===== config.mk =====
export PLATFORM = sky130hd
export DESIGN_NAME = mdu_sequencer
export DESIGN_NICKNAME = d
export VERILOG_FILES = /design/src/rtl/mdu_sequencer_pkg.sv /design/src/rtl/mdu_sequencer_step.sv /design/src/rtl/mdu_sequencer.sv
export SDC_FILE = /design/constraint.sdc
export NUM_CORES = 1
export LEC_CHECK = 0
export BUFFER_PORTS_ARGS = -buffer_cell sky130_fd_sc_hd__buf_4
export CELL_PAD_IN_SITES_DETAIL_PLACEMENT = 1
export CELL_PAD_IN_SITES_GLOBAL_PLACEMENT = 2
export CORE_MARGIN = 4
export CORE_UTILIZATION = 33
export DETAILED_ROUTE_END_ITERATION = 7
export PLACE_DENSITY_LB_ADDON = 0.1
export REMOVE_ABC_BUFFERS = 1
export SETUP_SLACK_MARGIN = 0.15
export SYNTH_ARGS = -nofsm -noshare
export SYNTH_HDL_FRONTEND = slang
export SYNTH_SLANG_ARGS = --single-unit

===== constraint.sdc =====
create_clock -name clk -period 3.4 [get_ports clk]
set_input_delay 0.34 -clock clk [delete_from_list [all_inputs] [get_ports clk]]
set_output_delay 0.34 -clock clk [all_outputs]
set_load 0.1 [all_outputs]

===== src/rtl/mdu_sequencer_pkg.sv =====
// Shared types and op-decode helpers for the RV32M multiply/divide sequencer.
package mdu_sequencer_pkg;

  // funct3 encodings of the M-extension ops
  typedef enum logic [2:0] {
    MDU_MUL    = 3'b000,
    MDU_MULH   = 3'b001,
    MDU_MULHSU = 3'b010,
    MDU_MULHU  = 3'b011,
    MDU_DIV    = 3'b100,
    MDU_DIVU   = 3'b101,
    MDU_REM    = 3'b110,
    MDU_REMU   = 3'b111
  } mdu_op_e;

  typedef enum logic [1:0] {
    IDLE  = 2'd0,
    ITER  = 2'd1,
    FIXUP = 2'd2,
    DONE  = 2'd3
  } mdu_state_e;

  function automatic logic op_is_div(input mdu_op_e op);
    return (op == MDU_DIV) || (op == MDU_DIVU) || (op == MDU_REM) || (op == MDU_REMU);
  endfunction

  function automatic logic op_is_rem(input mdu_op_e op);
    return (op == MDU_REM) || (op == MDU_REMU);
  endfunction

  function automatic logic op_rs1_signed(input mdu_op_e op);
    logic s;
    case (op)
      MDU_MUL, MDU_MULH, MDU_MULHSU, MDU_DIV, MDU_REM: s = 1'b1;
      default:                                         s = 1'b0;
    endcase
    return s;
  endfunction

  function automatic logic op_rs2_signed(input mdu_op_e op);
    logic s;
    case (op)
      MDU_MUL, MDU_MULH, MDU_DIV, MDU_REM: s = 1'b1;
      default:                             s = 1'b0;
    endcase
    return s;
  endfunction

endpackage


===== src/rtl/mdu_sequencer_step.sv =====
// One radix-2 iteration: shift-add multiply step or restoring divide step.
// {acc, lo} is the 2*XLEN product while multiplying; acc is the remainder and lo the quotient while dividing.
module mdu_step
  import mdu_sequencer_pkg::*;
#(
  parameter int XLEN = 32
) (
  input  logic            is_div_i,
  input  logic [XLEN:0]   acc_i,
  input  logic [XLEN-1:0] lo_i,
  input  logic [XLEN-1:0] opnd_i,
  output logic [XLEN:0]   acc_o,
  output logic [XLEN-1:0] lo_o
);

  logic [XLEN:0]   add_sum;
  logic [XLEN+1:0] shifted;
  logic [XLEN+1:0] trial;
  logic            qbit;

  always_comb begin
    // Multiply: add the multiplicand when the multiplier LSB is set, then shift the pair right.
    add_sum = acc_i + (lo_i[0] ? {1'b0, opnd_i} : '0);

    // Divide: shift the next dividend bit into the remainder and try subtracting the divisor.
    shifted = {acc_i, lo_i[XLEN-1]};
    trial   = shifted - {2'b00, opnd_i};
    qbit    = ~trial[XLEN+1];

    if (is_div_i) begin
      acc_o = qbit ? trial[XLEN:0] : shifted[XLEN:0];
      lo_o  = {lo_i[XLEN-2:0], qbit};
    end else begin
      acc_o = {1'b0, add_sum[XLEN:1]};
      lo_o  = {add_sum[0], lo_i[XLEN-1:1]};
    end
  end

endmodule


===== src/rtl/mdu_sequencer.sv =====
// RV32M multiply/divide sequencer: accepts one request, iterates XLEN times,
// applies sign fix-up and presents the result for one cycle while stalling the front end.
module mdu_sequencer
  import mdu_sequencer_pkg::*;
#(
  parameter int XLEN  = 32,
  parameter int CNT_W = 6
) (
  input  logic            clk,
  input  logic            rst_n,
  input  logic            req_valid,
  input  logic [2:0]      req_op,
  input  logic [XLEN-1:0] rs1,
  input  logic [XLEN-1:0] rs2,
  input  logic            flush,
  output logic            stall,
  output logic            busy,
  output logic [XLEN-1:0] result,
  output logic            result_valid
);

  localparam logic [XLEN-1:0]  MIN_NEG   = {1'b1, {(XLEN-1){1'b0}}};
  localparam logic [CNT_W-1:0] LAST_ITER = CNT_W'(XLEN - 1);

  mdu_state_e        state_q, state_d;
  mdu_op_e           op_q, op_d;
  logic [CNT_W-1:0]  count_q, count_d;
  logic              sign_a_q, sign_a_d;
  logic              sign_b_q, sign_b_d;
  logic [XLEN:0]     acc_q, acc_d;
  logic [XLEN-1:0]   lo_q, lo_d;
  logic [XLEN-1:0]   opnd_q, opnd_d;
  logic [XLEN-1:0]   result_q, result_d;
  logic              result_valid_q, result_valid_d;

  logic [XLEN:0]     step_acc;
  logic [XLEN-1:0]   step_lo;

  mdu_op_e           req_op_e;
  logic              req_sign_a, req_sign_b;
  logic              req_div0, req_ovf;
  logic [XLEN-1:0]   req_abs_a, req_abs_b;

  logic [2*XLEN-1:0] prod_mag, prod_fix;
  logic [XLEN-1:0]   quot_fix, rem_fix, fix_value;

  mdu_step #(.XLEN(XLEN)) u_step (
    .is_div_i (op_is_div(op_q)),
    .acc_i    (acc_q),
    .lo_i     (lo_q),
    .opnd_i   (opnd_q),
    .acc_o    (step_acc),
    .lo_o     (step_lo)
  );

  // Request decode: operand signs, magnitudes and the divide special cases.
  always_comb begin
    req_op_e   = mdu_op_e'(req_op);
    req_sign_a = op_rs1_signed(req_op_e) & rs1[XLEN-1];
    req_sign_b = op_rs2_signed(req_op_e) & rs2[XLEN-1];
    req_abs_a  = req_sign_a ? -rs1 : rs1;
    req_abs_b  = req_sign_b ? -rs2 : rs2;
    req_div0   = op_is_div(req_op_e) & (rs2 == '0);
    req_ovf    = ((req_op_e == MDU_DIV) | (req_op_e == MDU_REM)) &
                 (rs1 == MIN_NEG) & (rs2 == '1);
  end

  // Sign fix-up and result selection from the finished magnitudes.
  always_comb begin
    prod_mag = {acc_q[XLEN-1:0], lo_q};
    prod_fix = (sign_a_q ^ sign_b_q) ? -prod_mag : prod_mag;
    quot_fix = (sign_a_q ^ sign_b_q) ? -lo_q : lo_q;
    rem_fix  = sign_a_q ? -acc_q[XLEN-1:0] : acc_q[XLEN-1:0];

    if (op_is_div(op_q)) begin
      fix_value = op_is_rem(op_q) ? rem_fix : quot_fix;
    end else if (op_q == MDU_MUL) begin
      fix_value = prod_fix[XLEN-1:0];
    end else begin
      fix_value = prod_fix[2*XLEN-1:XLEN];
    end
  end

  always_comb begin
    // NOTE: every _d defaults to its _q first so no path through the case leaves a signal unassigned and infers a latch.
    state_d        = state_q;
    op_d           = op_q;
    count_d        = count_q;
    sign_a_d       = sign_a_q;
    sign_b_d       = sign_b_q;
    acc_d          = acc_q;
    lo_d           = lo_q;
    opnd_d         = opnd_q;
    result_d       = result_q;
    result_valid_d = result_valid_q;

    case (state_q)
      IDLE: begin
        if (req_valid) begin
          op_d     = req_op_e;
          sign_a_d = req_sign_a;
          sign_b_d = req_sign_b;
          if (req_div0) begin
            result_d       = op_is_rem(req_op_e) ? rs1 : '1;
            result_valid_d = 1'b1;
            state_d        = DONE;
          end else if (req_ovf) begin
            result_d       = op_is_rem(req_op_e) ? '0 : MIN_NEG;
            result_valid_d = 1'b1;
            state_d        = DONE;
          end else begin
            acc_d   = '0;
            lo_d    = req_abs_a;
            opnd_d  = req_abs_b;
            count_d = '0;
            state_d = ITER;
          end
        end
      end

      ITER: begin
        acc_d   = step_acc;
        lo_d    = step_lo;
        count_d = count_q + 1'b1;
        if (count_q == LAST_ITER) begin
          state_d = FIXUP;
        end
      end

      FIXUP: begin
        result_d       = fix_value;
        result_valid_d = 1'b1;
        state_d        = DONE;
      end

      DONE: begin
        result_valid_d = 1'b0;
        state_d        = IDLE;
      end

      default: state_d = IDLE;
    endcase

    // Flush overrides everything, including an acceptance in IDLE.
    if (flush) begin
      state_d        = IDLE;
      result_valid_d = 1'b0;
    end
  end

  always_ff @(posedge clk or negedge rst_n) begin
    if (!rst_n) begin
      state_q        <= IDLE;
      op_q           <= MDU_MUL;
      count_q        <= '0;
      sign_a_q       <= 1'b0;
      sign_b_q       <= 1'b0;
      acc_q          <= '0;
      lo_q           <= '0;
      opnd_q         <= '0;
      result_q       <= '0;
      result_valid_q <= 1'b0;
    end else begin
      // NOTE: non-blocking assignments here so every flop samples the pre-edge values of the others.
      state_q        <= state_d;
      op_q           <= op_d;
      count_q        <= count_d;
      sign_a_q       <= sign_a_d;
      sign_b_q       <= sign_b_d;
      acc_q          <= acc_d;
      lo_q           <= lo_d;
      opnd_q         <= opnd_d;
      result_q       <= result_d;
      result_valid_q <= result_valid_d;
    end
  end

  assign stall        = ((state_q == IDLE) & req_valid & ~flush) |
                        (state_q == ITER) | (state_q == FIXUP);
  assign busy         = (state_q != IDLE);
  assign result       = result_q;
  assign result_valid = result_valid_q;

endmodule


Word-level counts from Yosys, hierarchy flattened --
Cells that the tools add are included.
Storage, ports and cells: flip-flop bits (word level) 143, latch bits 0, RAM bits 0, memory bits (read-only) 0, input port bits 71, output and inout port bits 35, logic and storage cells 123, memories kept 0
Operators by class: $add $sub $neg 8, $mul 0, divide/modulo/power cells 0, order comparisons 0, equal/unequal tests 23, shift-type cells 0, muxes and demuxes 43, bitwise logic cells 15, reductions and logical operators 24
Operators by type and width (count):
- $mux 32 | 17
- $mux 33 | 5
- $neg 32->32 | 4
- $pmux 32 s2 | 2
- $pmux 33 s2 | 1
- $eq 32x32->1 const B | 2
- $mux 64 | 1
- $neg 64->64 | 1
- $sub 34x32->34 | 1
- $add 33x33->33 | 1
- $logic_not 32->1 | 1
- $eq 3x3->1 const B | 8
- $mux 6 | 3
- $pmux 6 s2 | 1
- $mux 2 | 5
- $ne 3x3->1 const B | 3
- $logic_or 1x1->1 | 8
- $pmux 2 s4 | 1
- $reduce_and 4->1 | 2
- $and 1x1->1 | 7
- $add 6x1->6 const B | 1
- $eq 6x5->1 const B | 1
- $logic_not 3->1 | 2
- $mux 1 | 6
- other kinds (17) | 29

Depth between registers and ports, before layout --
Gate-level depths: netlist of run 1.
word-level depth 9, gate-level depth with buffers 16, gate-level depth less buffers 14

Modules after synthesis --
Synthesis of run 1 repeated with hierarchy kept, for this count alone.
Second synthesis, totals: cell total of the unflattened synthesis 2088, area, all modules 15431.0 µm²
By module, submodules not included:
- mdu_sequencer | times used 1, cells an instance 1376, area an instance 10562.6 µm², sequential area each 3578.4 µm²
- mdu_step | times used 1, cells an instance 712, area an instance 4868.4 µm², sequential area each 0.0 µm²

Worst setup path after synthesis of run 1 --
Ideal clock, no wire load.
path kind reg2out, start reg state_q[0], end out stall, arrival 3.202 ns, data required time 3.060 ns, setup slack -0.142 ns, cell stages (with the launch flop) 6, path buffers 1, cells stage by stage dfrtp_1 > inv_1 > ha_1 > clkbuf_1 > nand2_1 > o21ai_0
Between the ends: longest elaborated chain between the ends 5, elaborated cells on any way between the ends 7, those cells by class eq/ne (2); bitwise (4); reduce/logical (1)
RTL lines:
- from (decl) | line mdu_sequencer.sv:25 | mdu_state_e state_q, state_d;
- from (signal assigned) | line mdu_sequencer.sv:165 | state_q <= state_d;
- $logic_not 2->1 | line mdu_sequencer.sv:178 | assign stall = ((state_q == IDLE) & req_valid & ~flush) |
- $and 1x1->1 (2 in series) | line mdu_sequencer.sv:178
- $or 1x1->1 | line mdu_sequencer.sv:178
- $or 1x1->1 (*) | line mdu_sequencer.sv:179 | (state_q == ITER) | (state_q == FIXUP);
- to (decl) | line mdu_sequencer.sv:16 | output logic stall,
Mark *: on every way between the ends. The rest lies on a longest branch, timed or not.

Worst setup path after layout of run 1 --
start reg acc_q[19], end reg result_q[29] (netlist: result[29])
Between the ends: longest elaborated chain between the ends 5, elaborated cells on any way between the ends 8, those cells by class add/sub (2); mux (6)
RTL lines:
- from (decl) | line mdu_sequencer.sv:30 | logic [XLEN:0] acc_q, acc_d;
- from (signal assigned) | line mdu_sequencer.sv:158 | acc_q <= '0;
- from (signal assigned) | line mdu_sequencer.sv:170 | acc_q <= acc_d;
- $neg 64->64 / $neg 32->32 (equally long branches) | line mdu_sequencer.sv:71, mdu_sequencer.sv:73
- $mux 64 / $mux 32 (equally long branches) | line mdu_sequencer.sv:71, mdu_sequencer.sv:73
- $mux 32 (on tied branches) | line mdu_sequencer.sv:77, mdu_sequencer.sv:76
- $mux 32 (*) | line mdu_sequencer.sv:75 | if (op_is_div(op_q)) begin
- $pmux 32 s2 (*) | line mdu_sequencer.sv:97 | case (state_q)
- to (signal assigned) | line mdu_sequencer.sv:173 | result_q <= result_d;
- to (decl) | line mdu_sequencer.sv:33 | logic [XLEN-1:0] result_q, result_d;
Marked as above. A chain may end at the register's enable or synchronous reset.

==> results.sh, run 1 <==
export IMPL_drive_gt1_share_pct=25.3
export IMPL_cp_slowest_cell="or4_4"
export IMPL_crit_type="register to register"
export IMPL_synthMuxAreaShare_pct=4.23
export IMPL_async_reset_ff_share_pct=100
export IMPL_r2r_setup_slack_ns=0.13
export IMPL_instances_no_fill=2863
export IMPL_clk_pin_slew_worst_paths_ns=0.06
export IMPL_clock_sinks=143
export IMPL_clock_fmax_mhz=306
export IMPL_num_rows=76
export IMPL_fin_tns_setup_ns=0
export IMPL_cts_buffer_depth=2
export IMPL_antenna_found_initial=0
export IMPL_start_util_pct=33.6
export IMPL_ys_ff_latch=143
export IMPL_synth_area_per_cell_sq_um=7.41
export IMPL_dp_cells=2812
export IMPL_ys_warn_count=0
export IMPL_drtIter0Drc=910
export IMPL_power_density_nw_per_um2=899
export IMPL_ys_flop_type="dfrtp_1"
export IMPL_io_pins=106
export IMPL_max_stage_delay_ns=0.56
export IMPL_drv_cap=0
export IMPL_tightest_slew_ns=1.13
export IMPL_cts_tree="built"
export IMPL_grt_util_all_layers_pct=27.2
export IMPL_postSynthCellCount=1967
export IMPL_dr_pass1_iters=5
export IMPL_area_delta_synth_final_pct=32.5
export IMPL_vdd_drop_max_mv=0.386
export IMPL_cp_max_fo=4
export IMPL_drc=0
export IMPL_vias=16200
export IMPL_hpwlAfterDp_um=51400
export IMPL_synth_area_sq_um=14600
export IMPL_period_share_pct=96.1
export IMPL_core_area_sq_um=43400
export IMPL_cts_buffers=17
export IMPL_gr_total_overflow=0
export IMPL_drt_wl_total_um=64900
export IMPL_startpoint_type="register"
export IMPL_synth_top_family_by_area="compound AO/OA/AOI/OAI gates"
export IMPL_dp_slack_ns=-0.279
export IMPL_synth_compound_area_share_pct=26.8
export IMPL_die_w_um=218
export IMPL_cts_max_level=4
export IMPL_synth_simple_area_share_pct=21.2
export IMPL_rsz0062_at_grt="yes"
export IMPL_crit_top_cell="or4_4"
export IMPL_p_leak_nw=8.65
export IMPL_die_h_um=218
export IMPL_synth_xor_area_share_pct=10.9
export IMPL_grt_pass1_vias=16900
export IMPL_outcome="finished clean"
export IMPL_ant_nets=0
export IMPL_place_gp_congestion=0.923
export IMPL_cp_top_family="simple AND/OR/NAND/NOR gates"
export IMPL_fin_nets=2411
export IMPL_cp_end_kind="register"
export IMPL_avgRoutedWirePerCell_um=22.7
export IMPL_setup_violations=0
export IMPL_holdCritPathClass="input pin to register"
export IMPL_insertion_delay_ns=0.50
export IMPL_io_buffers=105
export IMPL_synth_cell_type_count=80
export IMPL_grt_pass1_wl_um=99700
export IMPL_required_ns=3.78
export IMPL_path_cells="or4_4 > or4_4 > or4_4 > or3_4 > a32oi_2 > o211ai_1 > a21oi_2 > o21ai_2 > o221ai_2 > nand2_1"
export IMPL_min_period_ns=3.27
export IMPL_finalPower_w=0.0174
export IMPL_synth_edf_count=0
export IMPL_worstPathArrival_ns=3.65
export IMPL_grt_max_degree=66
export IMPL_design_die_area_sq_um=47600
export IMPL_avgViaCountPerCell=5.66
export IMPL_path_buf_inv=0
export IMPL_setup_slack_ns=0.134
export IMPL_synth_adder_area_share_pct=6.63
export IMPL_seq_area_frac_synth_pct=24.5
export IMPL_max_slew_margin_pct=24.6
export IMPL_hold_viol=0
export IMPL_skew_ns=0.0144
export IMPL_slew_viol_final=0
export IMPL_root_buffer="clkbuf_16"
[cells in the final DEF, fill, tap and decap left out, types with 23 or more instances in the layout]
cell type  instances
nor3_1            42
ha_1              65
buf_4            394
a21oi_1          131
inv_1             70
nand4_1           24
a21o_1            29
o31ai_1           24
dfrtp_1          141
nand2_1          251
nor2_1           155
o21ai_0          221
nand3_1           30
xor2_1            64
xnor2_1          115
mux2i_1           54
or3_1             23
o221ai_1          34
[cells by family (layout without fill, tap and decap cells)]
family,Yosys count,count (layout)
simple gates,658,658
xor+xnor,182,182
fa+ha+maj,76,76
buf+inv,213,523
other cells,0,1
flops,143,143
compound gates,634,634
mux,61,61
[path summary, 6_finish.rpt]
path / startpoint / end / cells past startpoint
worst max-delay path: acc_q[19] / result[29] / 10
worst min-delay path: rs2[31] / opnd_q[31] / 2
worst max register to register: acc_q[19] / result[29] / 10
worst min register to register: result[7] / result[7] / 2
max in group asynchronous: rst_n / count_q[5] / 4
min in group asynchronous: rst_n / result[21] / 2
[metrics by stage]
stage / utilization [%] / hold WS, ns / instance area [sq um]
after global placement: 41.4 / 0.424 / 17900
after CTS: 43.4 / 0.0716 / 18800
after floorplan: - / 0.0444 / 14000
final: 44.5 / 0.116 / 19300
after detailed placement: 41.4 / 0.420 / 17900
after global routing: 44.5 / 0.119 / 19300
[cell usage after synthesis, types with 9 or more instances]
| master | n | area, sq um |
|---|---|---|
| nand2_1 | 253 | 950 |
| o211ai_1 | 15 | 113 |
| a21oi_1 | 145 | 726 |
| nor4_1 | 22 | 138 |
| and2_1 | 12 | 75.1 |
| mux2i_1 | 56 | 561 |
| a211oi_1 | 13 | 97.6 |
| nand2b_1 | 18 | 113 |
| or3_1 | 25 | 156 |
| o221ai_1 | 36 | 315 |
| a21o_1 | 30 | 225 |
| nor2_1 | 156 | 586 |
| ha_1 | 74 | 926 |
| nand3_1 | 31 | 155 |
| o21ai_0 | 238 | 1190 |
| o31ai_1 | 29 | 218 |
| o21bai_1 | 9 | 67.6 |
| or2_2 | 10 | 62.6 |
| inv_1 | 77 | 289 |
| nor3_1 | 49 | 245 |
| clkbuf_1 | 118 | 443 |
| nand4_1 | 24 | 150 |
| xnor2_1 | 117 | 1020 |
| and3_1 | 9 | 56.3 |
| a31oi_1 | 22 | 138 |
| xor2_1 | 65 | 569 |
| dfrtp_1 | 143 | 3580 |
| or4_1 | 15 | 113 |
| buf_2 | 9 | 45.0 |
| a22oi_1 | 19 | 143 |
[timing repair]
action,CTS,global route
setup buffers,6,10
setup endpoints to repair,57,51
hold endpoints to repair,66,0
resized for setup,44,88
hold buffers,2,0
pin swaps,12,34
[area by class of cell]
type                    instances  area [sq um]
clock buffers                  20           467
repair buffers                414          3310
well taps                     585           732
flip-flops and latches        143          3580
clock inverters                12           160
inverters                      77           289
fillers                      5320         24000
multi-input cells            1611         10800
diodes                          1          2.50
[where the power goes]
| group | switching (W) | leakage [nW] | internal (W) | total (W) |
|---|---|---|---|---|
| Clock | 0.000879 | 0.294 | 0.00121 | 0.00209 |
| Sequential | 0.000513 | 1.82 | 0.00228 | 0.00280 |
| Combinational | 0.00767 | 6.53 | 0.00481 | 0.0125 |
[flip-flops by register name, indices dropped and copies added (netlist names)]
| name | flops |
|---|---|
| acc_q | 33 |
| count_q | 6 |
| lo_q | 32 |
| op_q | 3 |
| opnd_q | 32 |
| result | 32 |
| result_valid | 1 |
| sign_a_q | 1 |
| sign_b_q | 1 |
| state_q | 2 |
[metal layers]
layer / track usage (%) / part of all wire [%] / vias to the layer above
met3: 4.60 / 4.5 / 119
li1: - / - / 7680
met2: 46.7 / 48 / 378
met4: 10.6 / 4.0 / 0
met1: 33.9 / 43 / 8021
met5: 0 / 0 / -
[worst register-to-register path: stages, from the launching register on]
cell and delay [ns]:
dfrtp_1 0.38, or4_4 0.56, or4_4 0.52, or4_4 0.46
or3_4 0.36, a32oi_2 0.21, o211ai_1 0.12, a21oi_2 0.21
o21ai_2 0.10, o221ai_2 0.16, nand2_1 0.07
(Power assumes the default switching activity.)
==> run 2: changes to the inputs <==
CORE_UTILIZATION = 36   (was 33)
clock period = 3.04 ns   (was 3.4 ns; I/O delays follow)
==> run 2 against run 1 <==
  * The flow now finishes with violations (negative setup slack)
  * Cell area increased by 12%
  * Sequential power increased by 10%
  * Clock power increased by 13%
  * Register-to-register slack got worse by 0.47 ns
  * Sequential share of layout area decreased by 2.0 points
  * First-iteration DRC count increased by 19%
  * Critical path depth increased by 5
  * Flip-flop and latch count unchanged
  * Largest cell class unchanged
  * Largest power group unchanged
==> results.sh, run 2 (synthesis gave the netlist of run 1 again) <==
export IMPL_outcome="complete, but fails checks"
export IMPL_violations="negative setup slack"
export IMPL_root_buffer="clkbuf_16"
export IMPL_vias=17500
export IMPL_post_route_util_pct=54.4
export IMPL_cp_max_fo=7
export IMPL_register_area_sq_um=3590
export IMPL_place_gp_congestion=0.958
export IMPL_holdCritPathClass="input pin to register"
export IMPL_rsz0062_at_grt="yes"
export IMPL_p_leak_nw=9.66
export IMPL_r2r_start="lo_q[0]"
export IMPL_required_ns=3.39
export IMPL_io_pins=106
export IMPL_ant_nets=0
export IMPL_cts_max_level=4
export IMPL_avgRoutedWirePerCell_um=24.4
export IMPL_largest_register="acc_q"
export IMPL_cp_end_kind="register"
export IMPL_avgViaCountPerCell=5.89
export IMPL_r2r_cells=15
export IMPL_startpoint_type="register"
export IMPL_drtIter0Drc=1084
export IMPL_clk_pin_slew_worst_paths_ns=0.07
export IMPL_antenna_found_initial=0
export IMPL_r2r_setup_slack_ns=-0.34
export IMPL_min_from="rs2[31]"
export IMPL_drt_wl_total_um=72500
export IMPL_drv_cap=0
export IMPL_die_h_um=209
export IMPL_nFillCells=4771
export IMPL_hold_viol=0
export IMPL_multi_input_comb_area_sq_um=11700
export IMPL_die_w_um=209
export IMPL_cts_tree="built"
export IMPL_start_util_pct=36.5
export IMPL_final_cell_mix="buf_4, nand2_1, o21ai_0"
export IMPL_tightest_slew_ns=0.819
export IMPL_dp_cells=2883
export IMPL_drive_gt1_share_pct=35.7
export IMPL_fin_nets=2587
export IMPL_worstHoldEndpoint="opnd_q[31]"
export IMPL_clock_sinks=143
export IMPL_cts_buffers=17
export IMPL_area_delta_synth_final_pct=48.9
export IMPL_cts_buffer_depth=2
export IMPL_max_slew_margin_pct=45.4
export IMPL_drc=0
export IMPL_timing_rr_end="acc_q[31]"
export IMPL_grt_util_all_layers_pct=30.3
export IMPL_largest_reg_flops=33
export IMPL_slew_viol_final=0
export IMPL_core_area_sq_um=39900
export IMPL_clock_fmax_mhz=296
export IMPL_power_density_nw_per_um2=1010
export IMPL_grt_pass1_vias=18300
export IMPL_setup_slack_ns=-0.340
export IMPL_dr_pass1_iters=5
export IMPL_vdd_drop_max_mv=0.438
export IMPL_instances_no_fill=2976
export IMPL_n_antenna_cell=0
export IMPL_hold_depth=2
export IMPL_crit_type="register to register"
export IMPL_grt_pass1_wl_um=105000
export IMPL_design_die_area_sq_um=43800
export IMPL_skew_ns=0.0162
export IMPL_worstPathArrival_ns=3.73
export IMPL_grt_max_degree=64
export IMPL_setup_violations=50
export IMPL_final_common_cell="buf_4"
export IMPL_hpwlAfterDp_um=52000
export IMPL_min_period_ns=3.38
export IMPL_io_buffers=105
export IMPL_insertion_delay_ns=0.48
export IMPL_gr_total_overflow=0
export IMPL_period_share_pct=111
export IMPL_num_rows=73
==> run 2: worst max-delay path: stages, from the launching register on <==
cell and delay (ns):
dfrtp_1 0.43, inv_2 0.13, buf_6 0.15, nor2_1 0.07, ha_1 0.35, buf_6 0.13
nand2b_4 0.06, a211oi_4 0.31, nor3_4 0.08, or2_4 0.25, o2111ai_2 0.22, o211ai_1 0.17
nor3b_2 0.24, mux2i_1 0.23, nand4_1 0.14, a311o_1 0.29
==> run 2: worst max-delay path by stage <==
stage	depth (start not counted)	from	end
after CTS	10	acc_q[18]	result[29]
after global routing	15	lo_q[0]	acc_q[26]
after global placement	13	lo_q[1]	result[16]
after floorplan	7	state_q[1]	count_q[5]
final	15	lo_q[0]	acc_q[31]
after detailed placement	14	opnd_q[0]	acc_q[31]
==> run 2: timing repair <==
item / 4_1_cts / 5_1_grt
buffers inserted: 28 / 27
gates cloned: 2 / 4
endpoints found under the hold margin: 61 / 0
pin swaps: 80 / 104
resized for setup: 190 / 179
hold buffers: 2 / 0
setup endpoints to repair: 92 / 67
==> run 2: layer usage <==
| metal | share of wire (%) | vias to the layer above | GRT usage [%] |
|---|---|---|---|
| li1 | - | 8027 | - |
| met1 | 41 | 8722 | 37.7 |
| met2 | 49 | 572 | 52.9 |
| met3 | 4.9 | 200 | 3.44 |
| met4 | 5.4 | 0 | 13.3 |
| met5 | 0 | - | 0 |
==> run 2: per-stage QoR <==
step                      TNS (ns)  hold WS, ns  setup WS [ns]  power (W)  cell area (sq um)
after floorplan            -145.54      0.00841          -2.13     0.0108              14000
after global placement      -31.90        0.363         -0.495     0.0166              18900
after detailed placement    -38.95        0.370         -0.661     0.0169              18900
after CTS                    -3.64       0.0741         -0.214     0.0205              20600
after global routing        -11.19       0.0875         -0.402     0.0233              21700
final                        -5.76       0.0917         -0.340     0.0220              21700
==> run 2: power breakdown <==
| part | internal (W) | leakage (nW) | switching, W | total, W |
|---|---|---|---|---|
| combinational | 0.00678 | 7.55 | 0.00975 | 0.0165 |
| clock | 0.00143 | 0.300 | 0.000947 | 0.00237 |
| sequential | 0.00256 | 1.81 | 0.000531 | 0.00309 |
==> run 2: cell type report <==
class | count | area share (%)
multi-input cells | 1613 | 53.9
clock inverters | 10 | 0.743
flip-flops and latches | 143 | 16.5
clock buffers | 20 | 2.15
inverters | 77 | 1.33
repair buffers | 588 | 22.3
well taps | 525 | 3.03
